===== src/rtl/keycode_morse_encoder_pkg.sv =====
// ============================================================================
// Module      : keycode_morse_encoder_pkg
// Description : Shared Morse definitions: FSM states, key-index -> hex/Morse table.
// Revision    : 1.0 - initial release
// ============================================================================
`default_nettype none

package keycode_morse_encoder_pkg;

    typedef enum logic [2:0] {
        ST_IDLE     = 3'd0,
        ST_LOAD     = 3'd1,
        ST_MARK     = 3'd2,
        ST_SPACE    = 3'd3,
        ST_CHAR_GAP = 3'd4
    } state_t;

    // Pattern is left-aligned: pattern[4] is the first symbol, 1 = dash.
    typedef struct packed {
        logic [3:0] hex;
        logic [2:0] len;
        logic [4:0] pattern;
    } key_entry_t;

    function automatic logic is_onehot4(input logic [3:0] v);
        return (v != 4'd0) && ((v & (v - 4'd1)) == 4'd0);
    endfunction

    // Bit 3 is line 0 (row0 / col0), bit 0 is line 3.
    function automatic logic [1:0] line_pos(input logic [3:0] v);
        logic [1:0] pos;
        pos = 2'd0;
        if (v[2]) pos = 2'd1;
        if (v[1]) pos = 2'd2;
        if (v[0]) pos = 2'd3;
        return pos;
    endfunction

    function automatic key_entry_t key_entry(input logic [3:0] idx);
        key_entry_t e;
        case (idx)
            4'd0:    e = '{4'h1, 3'd5, 5'b01111};
            4'd1:    e = '{4'h2, 3'd5, 5'b00111};
            4'd2:    e = '{4'h3, 3'd5, 5'b00011};
            4'd3:    e = '{4'hA, 3'd2, 5'b01000};
            4'd4:    e = '{4'h4, 3'd5, 5'b00001};
            4'd5:    e = '{4'h5, 3'd5, 5'b00000};
            4'd6:    e = '{4'h6, 3'd5, 5'b10000};
            4'd7:    e = '{4'hB, 3'd4, 5'b10000};
            4'd8:    e = '{4'h7, 3'd5, 5'b11000};
            4'd9:    e = '{4'h8, 3'd5, 5'b11100};
            4'd10:   e = '{4'h9, 3'd5, 5'b11110};
            4'd11:   e = '{4'hC, 3'd4, 5'b10100};
            4'd12:   e = '{4'hE, 3'd1, 5'b00000};
            4'd13:   e = '{4'h0, 3'd5, 5'b11111};
            4'd14:   e = '{4'hF, 3'd4, 5'b00100};
            default: e = '{4'hD, 3'd3, 5'b10000};
        endcase
        return e;
    endfunction

endpackage

`default_nettype wire


===== src/rtl/keycode_morse_encoder_filter.sv =====
// ============================================================================
// Module      : key_code_filter
// Description : Validity check, stability counter and repeat suppression for keyCode.
// Revision    : 1.0 - initial release
// ============================================================================
`default_nettype none

module key_code_filter
    import keycode_morse_encoder_pkg::*;
#(
    parameter int STABLE_CYCLES = 1000
) (
    input  logic       clk,
    input  logic       rst,
    input  logic [7:0] key_code_i,
    input  logic       idle_i,
    output logic       accept_o,
    output logic [3:0] key_idx_o
);

    localparam int              c_CNT_W   = (STABLE_CYCLES > 1) ? $clog2(STABLE_CYCLES) : 1;
    localparam logic [c_CNT_W-1:0] c_CNT_MAX = c_CNT_W'(STABLE_CYCLES - 1);

    logic [7:0]         prev_code_q;
    logic [7:0]         last_code_q, last_code_d;
    logic [c_CNT_W-1:0] stab_cnt_q,  stab_cnt_d;
    logic               w_valid;
    logic               w_same;

    assign w_valid = is_onehot4(key_code_i[7:4]) && is_onehot4(key_code_i[3:0]);
    assign w_same  = (key_code_i == prev_code_q);

    assign accept_o = idle_i && (stab_cnt_q == c_CNT_MAX) && w_same && w_valid
                      && (key_code_i != last_code_q);

    // last_code_q holds the accepted code, so the index stays stable through LOAD.
    assign key_idx_o = {line_pos(last_code_q[7:4]), line_pos(last_code_q[3:0])};

    always_comb begin
        stab_cnt_d  = stab_cnt_q;
        last_code_d = last_code_q;
        if (!w_same || !w_valid) begin
            stab_cnt_d = '0;
        end else if (stab_cnt_q != c_CNT_MAX) begin
            stab_cnt_d = stab_cnt_q + c_CNT_W'(1);
        end
        if (accept_o) begin
            last_code_d = key_code_i;
        end
    end

    always_ff @(posedge clk or posedge rst) begin
        if (rst) begin
            prev_code_q <= 8'h00;
            last_code_q <= 8'h00;
            stab_cnt_q  <= '0;
        end else begin
            prev_code_q <= key_code_i;
            last_code_q <= last_code_d;
            stab_cnt_q  <= stab_cnt_d;
        end
    end

endmodule

`default_nettype wire


===== src/rtl/keycode_morse_encoder.sv =====
// ============================================================================
// Module      : keycode_morse_encoder
// Description : Plays the debounced keypad character as Morse timing on morse_out.
// Revision    : 1.0 - initial release
// ============================================================================
`default_nettype none

module keycode_morse_encoder
    import keycode_morse_encoder_pkg::*;
#(
    parameter int UNIT_CYCLES   = 25_000_000,
    parameter int STABLE_CYCLES = 1000
) (
    input  logic       clk,
    input  logic       rst,
    input  logic [7:0] key_code,
    output logic       morse_out,
    output logic       busy,
    output logic       char_valid,
    output logic [3:0] char_idx
);

    localparam int                 c_TMR_W   = $clog2(3 * UNIT_CYCLES);
    localparam logic [c_TMR_W-1:0] c_DOT_M1  = c_TMR_W'(UNIT_CYCLES - 1);
    localparam logic [c_TMR_W-1:0] c_DASH_M1 = c_TMR_W'(3 * UNIT_CYCLES - 1);

    state_t             state_q,    state_d;
    logic [c_TMR_W-1:0] timer_q,    timer_d;
    logic [2:0]         sym_left_q, sym_left_d;
    logic [4:0]         pattern_q,  pattern_d;
    logic [3:0]         char_idx_q, char_idx_d;
    logic               morse_q,    morse_d;
    logic               w_accept;
    logic [3:0]         w_key_idx;
    key_entry_t         w_entry;

    key_code_filter #(
        .STABLE_CYCLES (STABLE_CYCLES)
    ) u_filter (
        .clk        (clk),
        .rst        (rst),
        .key_code_i (key_code),
        .idle_i     (state_q == ST_IDLE),
        .accept_o   (w_accept),
        .key_idx_o  (w_key_idx)
    );

    assign w_entry = key_entry(w_key_idx);

    always_comb begin
        state_d    = state_q;
        timer_d    = timer_q;
        sym_left_d = sym_left_q;
        pattern_d  = pattern_q;
        char_idx_d = char_idx_q;
        case (state_q)
            ST_IDLE: begin
                if (w_accept) state_d = ST_LOAD;
            end
            ST_LOAD: begin
                pattern_d  = w_entry.pattern;
                sym_left_d = w_entry.len - 3'd1;
                char_idx_d = w_entry.hex;
                timer_d    = w_entry.pattern[4] ? c_DASH_M1 : c_DOT_M1;
                state_d    = ST_MARK;
            end
            ST_MARK: begin
                if (timer_q != '0) begin
                    timer_d = timer_q - c_TMR_W'(1);
                end else if (sym_left_q != 3'd0) begin
                    timer_d = c_DOT_M1;
                    state_d = ST_SPACE;
                end else begin
                    timer_d = c_DASH_M1;
                    state_d = ST_CHAR_GAP;
                end
            end
            ST_SPACE: begin
                if (timer_q != '0) begin
                    timer_d = timer_q - c_TMR_W'(1);
                end else begin
                    // pattern_q[3] is the symbol that becomes current after the shift
                    pattern_d  = {pattern_q[3:0], 1'b0};
                    sym_left_d = sym_left_q - 3'd1;
                    timer_d    = pattern_q[3] ? c_DASH_M1 : c_DOT_M1;
                    state_d    = ST_MARK;
                end
            end
            ST_CHAR_GAP: begin
                if (timer_q != '0) timer_d = timer_q - c_TMR_W'(1);
                else               state_d = ST_IDLE;
            end
            default: state_d = ST_IDLE;
        endcase
        morse_d = (state_d == ST_MARK);
    end

    always_ff @(posedge clk or posedge rst) begin
        if (rst) begin
            state_q    <= ST_IDLE;
            timer_q    <= '0;
            sym_left_q <= 3'd0;
            pattern_q  <= 5'd0;
            char_idx_q <= 4'd0;
            morse_q    <= 1'b0;
        end else begin
            state_q    <= state_d;
            timer_q    <= timer_d;
            sym_left_q <= sym_left_d;
            pattern_q  <= pattern_d;
            char_idx_q <= char_idx_d;
            morse_q    <= morse_d;
        end
    end

    assign morse_out  = morse_q;
    assign busy       = (state_q != ST_IDLE);
    assign char_valid = (state_q == ST_LOAD);
    assign char_idx   = char_idx_q;

endmodule

`default_nettype wire

===== config.mk =====
export PLATFORM = sky130hd
export DESIGN_NAME = keycode_morse_encoder
export DESIGN_NICKNAME = d
export VERILOG_FILES = /design/src/rtl/keycode_morse_encoder_pkg.sv /design/src/rtl/keycode_morse_encoder_filter.sv /design/src/rtl/keycode_morse_encoder.sv
export SDC_FILE = /design/constraint.sdc
export NUM_CORES = 1
export LEC_CHECK = 0
export BUFFER_PORTS_ARGS = -buffer_cell sky130_fd_sc_hd__buf_2
export CAP_MARGIN = 20
export CORE_MARGIN = 2
export CORE_UTILIZATION = 30
export CTS_CLUSTER_SIZE = 20
export DETAILED_ROUTE_END_ITERATION = 7
export GPL_ROUTABILITY_DRIVEN = 0
export SYNTH_ARGS = -nofsm -noshare
export SYNTH_HDL_FRONTEND = slang
export SYNTH_HIERARCHICAL = 1
export SYNTH_SLANG_ARGS = --single-unit
export TNS_END_PERCENT = 100

===== constraint.sdc =====
create_clock -name clk -period 3.5 [get_ports clk]
set_input_delay 0.525 -clock clk [delete_from_list [all_inputs] [get_ports clk]]
set_output_delay 0.525 -clock clk [all_outputs]
set_load 0.005 [all_outputs]

==> metrics.log <==
[metrics] number of warnings printed during yosys synthesis: 6
[metrics] Port Buf Inserts: 16
[metrics] reg-to-reg critical path startpoint: timer_q[1]
[metrics] run status: finished, final reports clean
[metrics] number of global-route vias before repair: 3469
[metrics] data arrival time of the worst path: 3000 ps
[metrics] Worst Slack Setup Final: 677 ps
[metrics] startpoint of the most critical setup path: timer_q[1]
[metrics] detailed placer's ending HPWL: 7180 um
[metrics] Layout Utilization: 35.4%
[metrics] Highest Clock Rate: 354 MHz
[metrics] LEAKAGE: 1.99 nW
[metrics] number of cell rows: 43
[metrics] initial core utilization: 30.6%
[metrics] total power density per cell area: 384 mW/mm^2
[metrics] worst-skew pair later-pin latency: 340 ps
[metrics] via count: 3574
[metrics] H-tree levels: 3
[metrics] clock transition at the register clock pins on the worst setup and hold paths after CTS: 60 ps
[metrics] number of antenna violations at the first check in global routing: 0
[metrics] final-layout fill cell count: 1429
[metrics] TritonCTS clock tree: built
[metrics] global route overflow: 0
[metrics] register-to-register setup slack: 680 ps
[metrics] antenna cells: 0
[metrics] most area-consuming cells after synthesis: sky130_fd_sc_hd__dfrtp_1, sky130_fd_sc_hd__nor2_1, sky130_fd_sc_hd__xor2_1
[metrics] Detailed Route Iter0 Violations: 320
[metrics] Maximum Capacitance Violations: 0
[metrics] die span in y: 123 um
[metrics] total cell area at the placement stage: 0.00454 sq mm
[metrics] root buf cell: sky130_fd_sc_hd__clkbuf_16
[metrics] Min Clock Period, post-route: 2820 ps
[metrics] met2 GRT Util: 22.8%
[metrics] max-slew violations: 0
[metrics] Syn Inst Count: 469
[metrics] overall routed net length: 10100 um
[metrics] setup repair after global routing missed its margin: no
[metrics] Setup Crit Path Kind: reg2reg
[metrics] top_reg_cell synth: sky130_fd_sc_hd__dfrtp_1
[metrics] Setup Fix Bufs, Post-CTS: 0
[metrics] number of buffers on the longest clock path: 2
[metrics] final clock period utilization by the worst path: 80.7%
[metrics] dpl cells: 655
[metrics] core area: 0.0139 sq mm
[metrics] setup violation total in the final timing report: 0
[metrics] global-route wire length before repair: 17100 um
[metrics] fraction of final layout cells sized beyond drive strength 1: 14.8%
[metrics] post-route insts no fill: 672
[metrics] minimum setup slack after placement: 705 ps
[metrics] number of gates resized after CTS: 0
[metrics] Top Usage Layer GRT: met2
[metrics] via density per instance: 5.32
[metrics] Synth cell types: 69
[metrics] PnR Total Power: 1.88 mW
[metrics] Sum Neg Setup Slack: 0 ps
[metrics] router iterations before antenna repair: 5
[metrics] number of nets in the synthesized netlist: 491
[metrics] Peak VDD IR: 0.000244 V
[metrics] count of endpoints failing hold in the final timing report: 0
[metrics] Yosys top cell area share: 40.1%
[metrics] Hold Path Class: in2async
[metrics] end of the worst register-to-register path: timer_q[10]
[metrics] endpoint kind of the worst setup timing path: register
[metrics] drc violations: 0
[metrics] number of clock buffers inserted by TritonCTS: 9
[metrics] critical path data required time: 3680 ps
[metrics] residual antenna-violating net count after detailed routing: 0
[metrics] clock skew after layout: 7.66 ps
[metrics] DIE AREA: 0.0151 sq mm
[metrics] launching element type of the critical path: register
[metrics] Syn Std Cell Area: 0.00425 sq mm
[metrics] async set-or-reset flop fraction in the synthesized netlist: 100%
[metrics] io pins: 17
[metrics] total track usage: 14.2%
[metrics] transition time at the pin with the least slew margin: 945 ps
[metrics] post-synthesis sequential element count: 68
[metrics] max_slew headroom: 37.0%
[metrics] average footprint of a synthesized cell: 9.06 sq um
[metrics] Worst Hold Margin: 176 ps
[metrics] GR Util met1: 19.0%
[metrics] fraction of the yosys area taken by sequential cells: 40.1%
[metrics] library cell occupying the most area in the post-synthesis netlist: sky130_fd_sc_hd__dfrtp_1
[metrics] number of synthesized flops with an enable pin: 0
[metrics] path depth of the worst reg2reg path: 8
[metrics] met3 GRT Util: 2.17%
[metrics] Final Cell Area: 0.00491 sq mm
[metrics] largest fanout of any net on the critical path: 9
[metrics] # clock sinks: 68
[metrics] net count of the finished layout: 509
[metrics] Avg WL per Cell: 15.1 um
[metrics] die boundary width: 123 um
[metrics] growth of design area from synthesis to finish: 15.7%
[metrics] Hold Buf Count CTS: 0
[metrics] pin count of the biggest net entering global routing: 43
logic make-up (layout without fill, tap and decap cells):
group / Yosys count / after routing / synth area share, %
simple gates: 190 / 190 / 24.4
fa+ha+maj: 12 / 12 / 3.53
mux: 19 / 19 / 4.77
buf+inv: 34 / 57 / 3.03
compound gates: 114 / 114 / 17.6
xor+xnor: 32 / 32 / 6.60
flops: 68 / 68 / 40.1
registers in the layout (all words and copies together), names as in the netlist:
signal	flops
u_filter/prev_code_q	8
char_idx	4
u_filter/last_code_q	8
sym_left_q	3
state_q	3
pattern_q	4
morse_out	1
timer_q	27
u_filter/stab_cnt_q	10
final cells by class:
type                       instances  area (sq um)  area share, %
timing repair buffer              25           168           3.41
inverter                          16          60.1           1.22
sequential                        68          1700           34.6
clock inverter                     6           113           2.29
multi-input combinational        367          2420           49.2
tap                              180           225           4.58
clock buffer                      10           229           4.66
Yosys cell counts, types with 4 or more instances:
cell and n:
sky130_fd_sc_hd__nand2b_1 6, sky130_fd_sc_hd__a211oi_1 6, sky130_fd_sc_hd__or2_2 7, sky130_fd_sc_hd__or3_1 7
sky130_fd_sc_hd__xor2_1 20, sky130_fd_sc_hd__nor2_1 47, sky130_fd_sc_hd__nand2_1 44, sky130_fd_sc_hd__ha_1 12
sky130_fd_sc_hd__xnor2_1 12, sky130_fd_sc_hd__o21ai_0 23, sky130_fd_sc_hd__a31oi_1 7, sky130_fd_sc_hd__nor2b_1 5
sky130_fd_sc_hd__a21oi_1 25, sky130_fd_sc_hd__a221oi_1 4, sky130_fd_sc_hd__nor4_1 7, sky130_fd_sc_hd__nor3b_1 4
sky130_fd_sc_hd__o21ai_1 5, sky130_fd_sc_hd__nand4_1 5, sky130_fd_sc_hd__o22ai_1 4, sky130_fd_sc_hd__nor3_1 13
sky130_fd_sc_hd__inv_1 16, sky130_fd_sc_hd__mux2i_1 9, sky130_fd_sc_hd__o211ai_1 5, sky130_fd_sc_hd__nand3_1 15
sky130_fd_sc_hd__clkbuf_1 15, sky130_fd_sc_hd__mux2_2 10, sky130_fd_sc_hd__dfrtp_1 68
cells in the final DEF, fill, tap and decap left out, drive strengths merged, types with 4 or more instances in the layout:
cell,n
dfrtp,68
nor2,47
nand2,44
o21ai,28
a21oi,26
buf,25
xor2,20
inv,15
nand3,15
nor3,13
xnor2,12
ha,12
mux2,10
clkbuf,10
nor4,10
mux2i,9
or3,8
a31oi,7
or2,7
nand2b,7
a211oi,6
nor2b,5
o211ai,5
nand4,5
or4,5
nor3b,4
o22ai,4
a221oi,4
or3b,4
a2111oi,4
clkinv,4
how the worst max path moves through the flow:
stage	endpoint	slack [ps]	cells past startpoint
global placement	timer_q[10]	810	8
detailed placement	timer_q[15]	710	8
finish	timer_q[10]	680	8
CTS	sym_left_q[0]	700	8
global route	sym_left_q[0]	440	8
floorplan	u_filter/last_code_q[0]	880	7
per-layer routing:
layer	up-vias	share of wire [%]
li1	1743	-
met1	1732	48
met2	83	46
met3	16	3.7
met4	0	2.5
met5	-	0
power breakdown:
part | leakage (nW) | total [mW] | internal [mW] | switching (mW)
combinational | 1.01 | 0.0507 | 0.0171 | 0.0336
clock | 0.167 | 1.04 | 0.697 | 0.343
sequential | 0.812 | 0.794 | 0.791 | 0.00238
total | 1.99 | 1.88 | 1.51 | 0.379
worst max-delay path: stages, from the launching register on:
cell,delay [ps]
sky130_fd_sc_hd__dfrtp_1,420
sky130_fd_sc_hd__inv_1,110
sky130_fd_sc_hd__ha_1,160
sky130_fd_sc_hd__or3b_2,460
sky130_fd_sc_hd__nor3_1,440
sky130_fd_sc_hd__a31oi_1,260
sky130_fd_sc_hd__nor2_1,560
sky130_fd_sc_hd__or4_1,200
sky130_fd_sc_hd__a21oi_1,60
No activity file was read; power rests on OpenSTA's default activity.
